$ cat config.mk
export PLATFORM = sky130hd
export DESIGN_NAME = seven_segment_scan
export DESIGN_NICKNAME = d
export VERILOG_FILES = /design/src/rtl/seven_segment_pkg.sv /design/src/rtl/seven_segment_decoder.sv /design/src/rtl/seven_segment_scan.sv
export SDC_FILE = /design/constraint.sdc
export NUM_CORES = 1
export LEC_CHECK = 0
export CAP_MARGIN = 0
export CELL_PAD_IN_SITES_DETAIL_PLACEMENT = 1
export CELL_PAD_IN_SITES_GLOBAL_PLACEMENT = 1
export CORE_MARGIN = 2
export CORE_UTILIZATION = 40
export DETAILED_ROUTE_END_ITERATION = 10
export PLACE_DENSITY = 0.77
export SYNTH_ARGS = -nofsm -noshare
export SYNTH_HDL_FRONTEND = slang
export SYNTH_SLANG_ARGS = --single-unit
$ cat constraint.sdc
create_clock -name clk -period 3.4 [get_ports clk]
set_input_delay 0.34 -clock clk [delete_from_list [all_inputs] [get_ports clk]]
set_output_delay 0.34 -clock clk [all_outputs]
set_load 0.03 [all_outputs]
$ cat src/rtl/seven_segment_pkg.sv
// Shared constants for the seven-segment scan driver: code width and
// active-high segment patterns ordered {a,b,c,d,e,f,g}.
package seven_segment_pkg;

    localparam int DIGIT_W = 4;

    localparam logic [6:0] SEG_0     = 7'b1111110;
    localparam logic [6:0] SEG_1     = 7'b0110000;
    localparam logic [6:0] SEG_2     = 7'b1101101;
    localparam logic [6:0] SEG_3     = 7'b1111001;
    localparam logic [6:0] SEG_4     = 7'b0110011;
    localparam logic [6:0] SEG_5     = 7'b1011011;
    localparam logic [6:0] SEG_6     = 7'b1011111;
    localparam logic [6:0] SEG_7     = 7'b1110000;
    localparam logic [6:0] SEG_8     = 7'b1111111;
    localparam logic [6:0] SEG_9     = 7'b1111011;
    localparam logic [6:0] SEG_A     = 7'b1110111;
    localparam logic [6:0] SEG_B     = 7'b0011111;
    localparam logic [6:0] SEG_C     = 7'b1001110;
    localparam logic [6:0] SEG_D     = 7'b0111101;
    localparam logic [6:0] SEG_E     = 7'b1001111;
    localparam logic [6:0] SEG_F     = 7'b1000111;
    localparam logic [6:0] SEG_BLANK = 7'b0000000;

endpackage

$ cat src/rtl/seven_segment_decoder.sv
// Combinational code-to-segment decoder producing an active-high pattern.
// Codes 10..15 only light up when hex_en is set; blank forces all segments off.
module seven_segment_decoder
    import seven_segment_pkg::*;
(
    input  logic [DIGIT_W-1:0] code,
    input  logic               hex_en,
    input  logic               blank,
    output logic [6:0]         pattern
);

    always_comb begin
        pattern = SEG_BLANK;
        if (!blank) begin
            case (code)
                4'd0:  pattern = SEG_0;
                4'd1:  pattern = SEG_1;
                4'd2:  pattern = SEG_2;
                4'd3:  pattern = SEG_3;
                4'd4:  pattern = SEG_4;
                4'd5:  pattern = SEG_5;
                4'd6:  pattern = SEG_6;
                4'd7:  pattern = SEG_7;
                4'd8:  pattern = SEG_8;
                4'd9:  pattern = SEG_9;
                4'd10: pattern = hex_en ? SEG_A : SEG_BLANK;
                4'd11: pattern = hex_en ? SEG_B : SEG_BLANK;
                4'd12: pattern = hex_en ? SEG_C : SEG_BLANK;
                4'd13: pattern = hex_en ? SEG_D : SEG_BLANK;
                4'd14: pattern = hex_en ? SEG_E : SEG_BLANK;
                4'd15: pattern = hex_en ? SEG_F : SEG_BLANK;
            endcase
        end
    end

endmodule

$ cat src/rtl/seven_segment_scan.sv
// Time-multiplexed N-digit seven-segment driver with shadow registers,
// leading-zero suppression, output polarity control and a frame strobe.
module seven_segment_scan
    import seven_segment_pkg::*;
#(
    parameter int NUM_DIGITS     = 4,
    parameter int REFRESH_DIV    = 1000,
    parameter int HEX_MODE       = 0,
    parameter int SEG_ACTIVE_LOW = 0,
    parameter int AN_ACTIVE_LOW  = 0
) (
    input  logic                          clk,
    input  logic                          rst,
    input  logic                          enable,
    input  logic                          load,
    input  logic [DIGIT_W*NUM_DIGITS-1:0] digits_in,
    input  logic [NUM_DIGITS-1:0]         dp_in,
    input  logic                          blank_lz,
    output logic [6:0]                    seg,
    output logic                          dp,
    output logic [NUM_DIGITS-1:0]         an,
    output logic                          frame_tick
);

    localparam int PRE_W = (REFRESH_DIV > 2) ? $clog2(REFRESH_DIV) : 1;
    localparam int IDX_W = (NUM_DIGITS > 1) ? $clog2(NUM_DIGITS) : 1;

    localparam logic [PRE_W-1:0]      PRE_LAST = PRE_W'(REFRESH_DIV - 1);
    localparam logic [IDX_W-1:0]      IDX_LAST = IDX_W'(NUM_DIGITS - 1);
    localparam logic [6:0]            SEG_OFF  = (SEG_ACTIVE_LOW != 0) ? 7'h7f : 7'h00;
    localparam logic                  DP_OFF   = (SEG_ACTIVE_LOW != 0);
    localparam logic [NUM_DIGITS-1:0] AN_OFF   = (AN_ACTIVE_LOW != 0) ? {NUM_DIGITS{1'b1}}
                                                                      : {NUM_DIGITS{1'b0}};

    logic [NUM_DIGITS-1:0][DIGIT_W-1:0] digits_q, digits_d;
    logic [NUM_DIGITS-1:0]              dps_q, dps_d;
    logic [PRE_W-1:0]                   prescaler_q, prescaler_d;
    logic [IDX_W-1:0]                   index_q, index_d;
    logic                               wrap_pend_q, wrap_pend_d;
    logic [6:0]                         seg_q, seg_d;
    logic                               dp_q, dp_d;
    logic [NUM_DIGITS-1:0]              an_q, an_d;
    logic                               frame_tick_q, frame_tick_d;

    logic                               slot_end;
    logic                               frame_wrap;
    logic [NUM_DIGITS-1:0]              zero_tail;
    logic                               lz_blank;
    logic [DIGIT_W-1:0]                 cur_code;
    logic [6:0]                         pattern;

    always_comb begin
        slot_end    = enable && (prescaler_q == PRE_LAST);
        frame_wrap  = slot_end && (index_q == IDX_LAST);
        prescaler_d = prescaler_q;
        index_d     = index_q;
        if (enable) begin
            prescaler_d = slot_end ? '0 : prescaler_q + 1'b1;
        end
        if (slot_end) begin
            index_d = frame_wrap ? '0 : index_q + 1'b1;
        end
        // Delayed by one edge so the strobe lines up with an's return to digit 0.
        wrap_pend_d = frame_wrap;
        digits_d    = load ? digits_in : digits_q;
        dps_d       = load ? dp_in : dps_q;
    end

    // zero_tail[i] is set when digits i..NUM_DIGITS-1 are all zero.
    always_comb begin
        logic run;
        run       = 1'b1;
        zero_tail = '0;
        for (int i = NUM_DIGITS - 1; i >= 0; i--) begin
            run          = run && (digits_q[i] == '0);
            zero_tail[i] = run;
        end
    end

    always_comb begin
        cur_code = digits_q[index_q];
        lz_blank = blank_lz && (index_q != '0) && zero_tail[index_q];
    end

    seven_segment_decoder u_decoder (
        .code    (cur_code),
        .hex_en  (HEX_MODE != 0),
        .blank   (lz_blank),
        .pattern (pattern)
    );

    always_comb begin
        seg_d        = SEG_OFF;
        dp_d         = DP_OFF;
        an_d         = AN_OFF;
        frame_tick_d = 1'b0;
        if (enable) begin
            seg_d        = pattern ^ SEG_OFF;
            dp_d         = dps_q[index_q] ^ DP_OFF;
            an_d         = (NUM_DIGITS'(1) << index_q) ^ AN_OFF;
            frame_tick_d = wrap_pend_q;
        end
    end

    always_ff @(posedge clk) begin
        if (rst) begin
            digits_q     <= '0;
            dps_q        <= '0;
            prescaler_q  <= '0;
            index_q      <= '0;
            wrap_pend_q  <= 1'b0;
            seg_q        <= SEG_OFF;
            dp_q         <= DP_OFF;
            an_q         <= AN_OFF;
            frame_tick_q <= 1'b0;
        end else begin
            digits_q     <= digits_d;
            dps_q        <= dps_d;
            prescaler_q  <= prescaler_d;
            index_q      <= index_d;
            wrap_pend_q  <= wrap_pend_d;
            seg_q        <= seg_d;
            dp_q         <= dp_d;
            an_q         <= an_d;
            frame_tick_q <= frame_tick_d;
        end
    end

    assign seg        = seg_q;
    assign dp         = dp_q;
    assign an         = an_q;
    assign frame_tick = frame_tick_q;

endmodule

==> flow_metrics.py, run 1 <==
metrics = {
    "synthesis": {
        "synth_xor_area_share_pct": 4.12,
        "syn_nets": 216,
        "synthAdderAreaFrac_pct": 1.96,
        "synth_top_family_by_area": "simple AND/OR/NAND/NOR gates",
        "synth_compound_area_share_pct": 4.91,
        "syn_area_per_cell_sq_um": 10.2,
        "synth_simple_gate_area_share_pct": 20.5,
        "synth-seq-cells": 46,
        "syn_area_sq_um": 1910,
        "synth.mux.area_fraction_pct": 18.1,
        "yosysUniqueCellTypes": 36,
        "synthCells": 188,
        "synth-seq-area-share_pct": 48.1,
        "yosys_warnings": 0,
    },
    "power": {
        "fin_total_pwr_mw": 1.11,
        "power_leakage_nw": 0.991,
        "powerDensity_nw_per_um2": 454,
        "peakVddDrop_mv": 0.188,
    },
    "placed_design": {
        "detailed_place.area_sq_um": 2340,
        "place_congestion": 0.828,
        "dp_hpwl_microns": 3210,
        "dp_slack_ns": 1.12,
        "io_buffers": 37,
    },
    "worst_setup_path": {
        "startpoint_type": "register",
        "criticalPathCategory": "reg -> reg",
        "cp.required_ns": 3.60,
        "worstSetupEndpointType": "register",
        "r2r_slack_ns": 1.08,
        "crit_path_max_fanout": 13,
        "cp_data_arrival_time_ns": 2.52,
    },
    "final_layout": {
        "syn_to_final_growth_pct": 27.9,
        "drive_gt1_share_pct": 7.89,
        "fillCellCount": 527,
        "final_design_area_no_fill_sq_um": 2450,
        "nNetsFinal": 255,
        "diodes": 0,
    },
    "clock_network": {
        "insertion_delay_ns": 0.30,
        "cts_tree": "yes",
        "clkSinkCount": 46,
        "cts_inserted_buffers": 5,
        "cts.path.max_buffers": 2,
        "ctsResizeCount": 0,
        "root_buffer": "clkbuf_8",
        "clk_pin_slew_ns": 0.09,
        "cts_htree_levels": 2,
        "ctsHoldBuffers": 0,
        "post_cts_buffers": 0,
    },
    "timing": {
        "worst_slew_pin_slew_ns": 0.772,
        "fin_skew_ns": 0.0104,
        "setup_viol": 0,
        "rsz0062_at_grt": "false",
        "fin_ws_ns": 1.08,
        "max_freq_mhz": 432,
        "timing.final.hold_violations": 0,
        "maxSlewViolCount": 0,
        "fin_setup_tns_ns": 0,
        "period_share_pct": 68.1,
        "relSlewSlack_pct": 48.0,
        "finalCriticalPeriod_ns": 2.32,
    },
    "floorplan": {
        "die_area_sq_um": 5350,
        "initial_core_util_pct": 41.0,
        "rows": 25,
        "coreArea_sq_um": 4660,
        "pin_count": 38,
        "die_w_microns": 73.2,
        "die_h_microns": 73.2,
    },
    "routing": {
        "postRouteAntennaNets": 0,
        "wl_per_cell_microns": 15.5,
        "drc": 0,
        "via_per_inst": 5.28,
        "drt_pass1_iterations": 4,
        "vias": 1489,
        "drt-total-wl_microns": 4370,
        "drt_iter0_drc": 74,
    },
    "global_route": {
        "grt_pass1_wl_microns": 7130,
        "antenna_found_initial": 0,
        "track_usage_pct": 17.6,
        "grt_max_degree": 30,
        "grt_overflow": 0,
        "grt_pass1_vias": 1483,
    },
    "min_path": {
        "hp-class": "reg -> reg",
    },
    "run": {
        "drv_cap": 0,
    },
    "status": {
        "status": "finished, final reports clean",
    },
}
[final cells by class]
type                            count  area [sq um]  area share (%)
Multi-Input combinational cell    131           948            38.8
Clock buffer                        5          68.8            2.81
Clock inverter                      3          40.0            1.64
Tap cell                           54          67.6            2.76
Inverter                            4          15.0           0.614
Sequential cell                    46           921            37.6
Timing Repair Buffer               39           385            15.8
[stage by stage]
stage          cells  hold slack [ns]  util, %
2_1_floorplan    188            0.406        -
3_3_place_gp     274            0.415     50.1
3_5_place_dp     274            0.414     50.1
4_1_cts          282            0.436     52.5
5_1_grt          282            0.466     52.5
6_report         282            0.434     52.5
[cell usage after synthesis (all sizes together)]
| cell | count | area [sq um] |
|---|---|---|
| xor2 | 6 | 52.6 |
| mux2i | 21 | 210 |
| or3 | 1 | 6.26 |
| ha | 3 | 37.5 |
| o22a | 1 | 8.76 |
| inv | 4 | 15.0 |
| nand3 | 2 | 10.0 |
| o32a | 1 | 10.0 |
| nor4 | 6 | 37.5 |
| and3 | 4 | 25.0 |
| mux2 | 1 | 15.0 |
| o21bai | 1 | 7.51 |
| and3b | 1 | 8.76 |
| nand3b | 2 | 15.0 |
| nor2b | 2 | 12.5 |
| nor4bb | 1 | 10.0 |
| nor2 | 38 | 143 |
| o22ai | 1 | 6.26 |
| nand2b | 3 | 18.8 |
| o41ai | 1 | 16.3 |
| mux4 | 5 | 120 |
| xnor2 | 3 | 26.3 |
| a2111oi | 1 | 10.0 |
| nor3b | 1 | 7.51 |
| and2 | 3 | 21.3 |
| clkbuf | 5 | 18.8 |
| buf | 2 | 10.0 |
| nand2 | 8 | 30.0 |
| dfxtp | 46 | 921 |
| nand4 | 3 | 18.8 |
| or2 | 1 | 8.76 |
| nor3 | 3 | 20.0 |
| a21oi | 7 | 35.0 |
[metal layers]
metal	track usage (%)	part of all wire (%)	vias to the layer above
met1	22.4	45	722
met2	28.3	49	30
li1	-	-	730
met3	4.01	3.8	7
met5	0	0	-
met4	7.61	1.4	0
[critical path, stage by stage, from the launching register on]
cell and delay, ns:
dfxtp_1 0.67, inv_1 0.16, ha_1 0.23, nand3b_1 0.17
o41ai_2 0.75, and3b_1 0.25
[worst paths after layout]
check | startpoint | end | cells after the start
max reg2reg | index_q[0] | seg[1] | 5
min | wrap_pend_q | frame_tick | 1
min reg2reg | wrap_pend_q | frame_tick | 1
max | index_q[0] | seg[1] | 5
[cells by family (layout without fill, tap and decap cells)]
| family | count (synthesis) | count (layout) |
|---|---|---|
| buffers and inverters | 11 | 51 |
| adders and majority gates | 3 | 3 |
| AOI/OAI and AO/OA | 13 | 13 |
| DFF | 46 | 46 |
| and+or+nand+nor | 79 | 79 |
| muxes | 27 | 27 |
| xor gates and xnor gates | 9 | 9 |
[flip-flops by register name, summed over array words and instances (netlist names), 2 cells and up]
signal,cells
seg,7
digits_q,16
dps_q,4
index_q,2
prescaler_q,10
an,4
[layout by cell type (no fill, tap or decap), types with 2 or more instances in the layout]
cell / instances
xnor2_1: 3
nor3_1: 2
nand3_1: 2
buf_4: 2
ha_1: 3
inv_1: 4
nand3b_1: 2
nand2b_1: 3
xor2_1: 6
clkbuf_8: 5
nand2_1: 8
mux4_1: 2
nor2b_1: 2
clkinv_2: 2
nand4_1: 3
nor4_1: 6
clkdlybuf4s50_1: 37
mux2i_1: 21
mux4_2: 3
and3_1: 4
a21oi_1: 7
nor2_1: 38
and2_1: 2
dfxtp_1: 46
[where the power goes]
part / total (mW) / switching, mW / internal, mW
Clock: 0.401 / 0.185 / 0.216
Sequential: 0.576 / 0.0150 / 0.561
Combinational: 0.134 / 0.0627 / 0.0715
Total: 1.11 / 0.262 / 0.849
Note: power is estimated with default switching activity, not from simulation.
==> run 2, diff against run 1 <==
- CORE_UTILIZATION: 40 -> 35
- PLACE_DENSITY: 0.77 -> 0.71
- clock period: 3.4 -> 1.9 ns (I/O delays scaled with it)
==> run 2 against run 1 <==
Sequential power is 79% higher. Combinational power is 91% higher. Worst hold slack better by 0.0032 ns. Fmax is 30% higher. Cell area is 4.1% higher. Register-to-register slack worse by 0.97 ns. First-iteration DRC count is 5.4% lower. Power is 72% higher. Wire length is 4.0% lower. Non-clock buffer count is 10 higher.
==> flow_metrics.py, run 2 (same netlist as run 1, synthesis figures left out) <==
metrics = {
    "worst_setup_path": {
        "crit_slowest_cell": "mux4_1",
        "cp.required_ns": 2.14,
        "cp_data_arrival_time_ns": 2.02,
        "cp_cell_sequence": "mux4_1, or2_4, mux2_4, nor3_2",
        "criticalPathCategory": "reg -> reg",
        "crit_path_max_fanout": 6,
        "worstSetupEndpointType": "register",
        "startpoint_type": "register",
        "cpPeakStageDelay_ns": 0.62,
    },
    "timing": {
        "holdWs_ns": 0.437,
        "worst_slew_pin_slew_ns": 0.503,
        "setup_viol": 0,
        "period_share_pct": 93.8,
        "timing.final.hold_violations": 0,
        "max_freq_mhz": 561,
        "rsz0062_at_grt": "false",
        "finalCriticalPeriod_ns": 1.78,
        "fin_setup_tns_ns": 0,
        "fin_ws_ns": 0.118,
        "fin_skew_ns": 0.00883,
        "maxSlewViolCount": 0,
        "relSlewSlack_pct": 66.4,
    },
    "final_layout": {
        "final_design_area_no_fill_sq_um": 2550,
        "layout_common_cells": "dfxtp_1 (45), nor2_1 (38), clkdlybuf4s50_1 (37)",
        "instances_no_fill": 308,
        "fillCellCount": 602,
        "drive_gt1_share_pct": 12.6,
        "seqCellArea_sq_um": 922,
        "largest_register_ffs": 16,
        "regMostFlops": "digits_q",
        "fin_util_pct": 48.9,
        "diodes": 0,
        "nNetsFinal": 265,
        "syn_to_final_growth_pct": 33.2,
        "mostFrequentLayoutCell": "dfxtp_1",
        "multi_input_area_sq_um": 971,
    },
    "placed_design": {
        "place_congestion": 0.804,
        "io_buffers": 37,
        "dp_hpwl_microns": 3050,
        "dp.cells": 299,
        "dp_slack_ns": 0.0108,
        "detailed_place.area_sq_um": 2440,
    },
    "global_route": {
        "grt_busiest_layer": "met2",
        "track_usage_pct": 14.6,
        "antenna_found_initial": 0,
        "grt_use_met1_pct": 20.3,
        "grt_max_degree": 23,
        "grt_pass1_wl_microns": 7040,
        "grt_overflow": 0,
        "grt_pass1_vias": 1406,
        "met3_usage_pct": 3.60,
        "gr-usage-met2_pct": 22.2,
    },
    "floorplan": {
        "die_h_microns": 77.9,
        "die_w_microns": 77.9,
        "initial_core_util_pct": 36.8,
        "coreArea_sq_um": 5200,
        "rows": 26,
        "die_area_sq_um": 6070,
        "pin_count": 38,
    },
    "clock_network": {
        "clk_pin_slew_ns": 0.09,
        "clkSinkCount": 46,
        "insertion_delay_ns": 0.30,
        "cts.path.max_buffers": 2,
        "cts_htree_levels": 2,
        "cts_tree": "yes",
        "cts_inserted_buffers": 5,
        "ctsHoldBuffers": 0,
        "root_buffer": "clkbuf_8",
    },
    "run": {
        "drv_cap": 0,
    },
    "routing": {
        "drt-total-wl_microns": 4190,
        "wl_per_cell_microns": 13.6,
        "via_per_inst": 4.80,
        "drt_iter0_drc": 70,
        "drt_pass1_iterations": 4,
        "drc": 0,
        "vias": 1478,
        "postRouteAntennaNets": 0,
    },
    "status": {
        "status": "finished, final reports clean",
    },
    "power": {
        "power_leakage_nw": 1.04,
        "peakVddDrop_mv": 0.362,
        "powerDensity_nw_per_um2": 749,
        "fin_total_pwr_mw": 1.91,
    },
    "min_path": {
        "hp-class": "reg -> reg",
    },
}
-- run 2: what timing repair did --
item / 4_1_cts / 5_1_grt
pin swaps: 0 / 1
buffers inserted: 0 / 1
setup endpoints to repair: 3 / 2
gates cloned: 0 / 0
resized for setup: 1 / 2
-- run 2: worst max-delay path, delay by kind of cell, from the launching register on --
kind	cells	cell delay [ns]
flops	1	0.43
mux	2	0.92
simple gates	2	0.37
-- run 2: worst paths after layout --
kind                            slack [ns]          to        start  cells after the start
worst max-delay path                  0.12      seg[3]   index_q[0]                      4
worst min-delay path                  0.44  frame_tick  wrap_pend_q                      1
worst max register to register        0.12      seg[3]   index_q[0]                      4
worst min register to register        0.44  frame_tick  wrap_pend_q                      1
-- run 2: area by class of cell --
type	instances	area share (%)
multi-input combinational	131	38.1
sequential	46	36.2
timing repair buffer	49	18.1
tap	70	3.44
clock buffer	7	3.39
inverter	4	0.589
clock inverter	1	0.196
-- run 2: report_power, final --
| group | internal, mW | switching (mW) |
|---|---|---|
| Clock | 0.294 | 0.330 |
| Combinational | 0.138 | 0.118 |
| Sequential | 1.00 | 0.0255 |
| Total | 1.44 | 0.474 |
-- run 2: metal layers --
layer,vias to the layer above,part of all wire [%],wire length [microns]
met5,-,0,0
li1,752,-,-
met3,6,4.5,188
met2,34,44,1870
met4,0,1.2,49
met1,686,50,2090
==> RTL change 1: new RTL, config.mk and constraints of run 2 <==
Register the inputs `enable`, `load`, `digits_in`, `dp_in` and `blank_lz` before use, cleared by the reset. The logic sees them one clock later.
--- a/src/rtl/seven_segment_scan.sv
+++ b/src/rtl/seven_segment_scan.sv
@@ -34,2 +34,24 @@
 
+    logic enable_q;
+    logic load_q;
+    logic [DIGIT_W*NUM_DIGITS-1:0] digits_r;
+    logic [NUM_DIGITS-1:0] dp_r;
+    logic blank_lz_q;
+
+    always_ff @(posedge clk) begin
+        if (rst) begin
+            enable_q   <= '0;
+            load_q     <= '0;
+            digits_r   <= '0;
+            dp_r       <= '0;
+            blank_lz_q <= '0;
+        end else begin
+            enable_q   <= enable;
+            load_q     <= load;
+            digits_r   <= digits_in;
+            dp_r       <= dp_in;
+            blank_lz_q <= blank_lz;
+        end
+    end
+
     logic [NUM_DIGITS-1:0][DIGIT_W-1:0] digits_q, digits_d;
@@ -52,3 +74,3 @@
     always_comb begin
-        slot_end    = enable && (prescaler_q == PRE_LAST);
+        slot_end    = enable_q && (prescaler_q == PRE_LAST);
         frame_wrap  = slot_end && (index_q == IDX_LAST);
@@ -56,3 +78,3 @@
         index_d     = index_q;
-        if (enable) begin
+        if (enable_q) begin
             prescaler_d = slot_end ? '0 : prescaler_q + 1'b1;
@@ -64,4 +86,4 @@
         wrap_pend_d = frame_wrap;
-        digits_d    = load ? digits_in : digits_q;
-        dps_d       = load ? dp_in : dps_q;
+        digits_d    = load_q ? digits_r : digits_q;
+        dps_d       = load_q ? dp_r : dps_q;
     end
@@ -81,3 +103,3 @@
         cur_code = digits_q[index_q];
-        lz_blank = blank_lz && (index_q != '0) && zero_tail[index_q];
+        lz_blank = blank_lz_q && (index_q != '0) && zero_tail[index_q];
     end
@@ -96,3 +118,3 @@
         frame_tick_d = 1'b0;
-        if (enable) begin
+        if (enable_q) begin
             seg_d        = pattern ^ SEG_OFF;
Behaviour: not the same (a bounded check fails within 4 cycles, from zero or initial values and one cycle with rst high).
==> RTL change 1 against run 2 <==
  * Clock skew fell by 0.0015 ns
  * Largest power group unchanged
  * Non-clock buffer count fell by 1
  * Wire length up 19%
  * Power is 60% higher
  * Setup slack improved by 0.017 ns
  * Sequential cell count rose by 23
  * Die area increased by 32%
  * First-iteration DRC count down 40%
  * Final area grew 30%
  * Area after synthesis grew 34%
  * Largest cell class is now sequential cells
  * Maximum frequency is 0.99% higher
==> RTL change 1: results (changes against run 2) <==
Status: complete, no violations
Hold slack: 0.204 ns (-0.233 ns)
TritonCTS Buffers: 9 (+4)
Worst reg2reg path depth: 5 (+1)
Top cells by count, synth: dfxtp_1 (69), nor2_1 (34), nor2b_1 (28)
Capturing point of the worst reg2reg path: index_q[0]
Buffers, non-clock: 48 (-2.0%)
Clk sinks: 69 (+50%)
Metal3 WL: 210 microns (+12%)
Clock Latency Late Sink: 0.35 ns (+0.05 ns)
GP Congestion: 0.753 (-6.3%)
GR Layer Usage met2: 22.6% (+0.32 points)
CP max stage cell: or4_1
ClkCell Share: 6.75% (+3.2 points)
Critical path arrival: 2.04 ns (+0.02 ns)
Initial DRC count: 42 (-40%)
Fmax: 567 MHz (+0.99%)
Dpl cell area: 3070 sq um (+26%)
Synth unique cells: 35 (-2.8%)
Post-DP HPWL: 3.49 mm (+14%)
Hold path start: rst
Leakage: 1.26 nW (+21%)
Fraction of cell area in non-clock buffers: 13.6% (-4.5 points)
H-tree depth: 3 (+1)
FILL cells: 802 (+33%)
CP delay by family, top: simple AND/OR/NAND/NOR gates
CP max stage delay: 0.54 ns (-0.08 ns)
Placed cell count: 375 (+25%)
-- RTL change 1: cell types whose count changed in the layout (fill, tap and decap cells not counted), moves of 3 or more --
cell	delta
and3_1	-4
clkbuf_8	+3
dfxtp_1	+22
nor2_1	-4
nor2b_1	+26
nor3_1	+5
-- RTL change 1: what timing repair did --
action	in CTS	in global routing
endpoints found under the hold margin	0	0
endpoints found under the setup margin	0	13
resized for setup	0	4
-- RTL change 1: cell families after synthesis --
| family | after synthesis | share of synthesized area, % |
|---|---|---|
| mux | 26 | 13.1 |
| simple gates | 103 | 20.9 |
| buf+inv | 15 | 2.84 |
| compound gates | 16 | 4.65 |
| fa+ha+maj | 3 | 1.47 |
| flops | 69 | 54.0 |
| xor+xnor | 9 | 3.08 |
-- RTL change 1: power breakdown --
part	total, mW	internal (mW)	switching [mW]
sequential	1.51	1.49	0.0225
clock	1.32	0.745	0.579
combinational	0.208	0.116	0.0919
==> RTL change 2: new RTL, settings of run 2 <==
Made on the original files. Change the parameter `HEX_MODE` from 0 to 1.
--- a/src/rtl/seven_segment_scan.sv
+++ b/src/rtl/seven_segment_scan.sv
@@ -7,3 +7,3 @@
     parameter int REFRESH_DIV    = 1000,
-    parameter int HEX_MODE       = 0,
+    parameter int HEX_MODE       = 1,
     parameter int SEG_ACTIVE_LOW = 0,
Function: changed (a bounded check fails within 4 cycles, from zero or initial values and one cycle with rst high).
==> RTL change 2 against run 2 <==
  * Sequential cell count did not move
  * Final cell count increased by 3.6%
  * Power shrank 0.25%
  * Non-clock buffer count shrank 3
  * Combinational power fell by 4%
  * Hold slack got worse by 0.0038 ns
  * Clock skew fell by 0.0064 ns
  * Area after synthesis is 3.3% higher
  * Final area about the same
  * Wire length rose by 4.1%
  * Core utilization down 2.4 points
  * Setup slack improved by 0.037 ns
  * Largest cell class unchanged
==> RTL change 2: results (changes against run 2) <==
Fin cells: 319 (+3.6%)
Hold slack: 0.434 ns (-0.00380 ns)
Vias in the first global route: 1591 (+13%)
Top cells by area, synth: dfxtp_1 (47%), mux2i_1 (12%), nor2_1 (6.3%)
Area used by multi-input combinational logic: 973 sq um (+0.26%)
Reg area: 923 sq um (+0.14%)
ClkCell Share: 3.73% (+0.15 points)
Syn_nets: 233 (+7.9%)
Via density: 4.90 (+2.2%)
Post-DP HPWL: 3.25 mm (+6.6%)
Synth unique cells: 34 (-5.6%)
CP max stage cell: mux4_2
Nonclk inv count: 7 (+3)
Cells after Synth: 205 (+9.0%)
Dpl ws: 0.0575 ns (+0.0467 ns)
Crit path capture: seg[6]
Seq pwr share: 54.1% (+0.2 points)
Fraction of cell area in non-clock buffers: 17.2% (-0.88 points)
Buffers, non-clock: 46 (-6.1%)
Share of layout cells above drive strength 1: 10.9% (-1.7 points)
Final Cycle Share: 91.8% (-2.0 points)
Combinational Power: 0.246 mW (-4%)
Register area share after synthesis: 46.6% (-1.6 points)
First-pass GRT wire length: 7.52 mm (+6.8%)
Status: complete, no violations
FILL cells: 645 (+7.1%)
## RTL change 2: cell types whose count changed after synthesis, sizes merged, moves of 3 or more
cell,run 2,this run
nand2b,3,6
a221oi,0,3
a21oi,7,3
buf,2,5
o21ai,0,6
inv,4,7
and3,4,1
nor2,38,33
a211oi,0,4
nor3,3,14
## RTL change 2: logic make-up after synthesis
| family | Yosys count | share of synthesized area, % |
|---|---|---|
| fa+ha+maj | 3 | 1.90 |
| flops | 46 | 46.6 |
| xor+xnor | 9 | 3.99 |
| simple gates | 80 | 19.6 |
| mux | 27 | 16.2 |
| compound gates | 21 | 7.15 |
| buf+inv | 19 | 4.56 |
## RTL change 2: repair_timing
| item | in CTS | in global routing |
|---|---|---|
| resized for setup | 0 | 3 |
| setup endpoints to repair | 0 | 7 |
| hold buffers | 0 | 0 |
## RTL change 2: per-layer routing
layer	vias up	track usage, %	part of all wire (%)
met3	4	3.98	3.8
met1	731	20.9	51
met2	34	23.1	45
met5	-	0	0
li1	795	-	-
met4	0	4.14	0.62
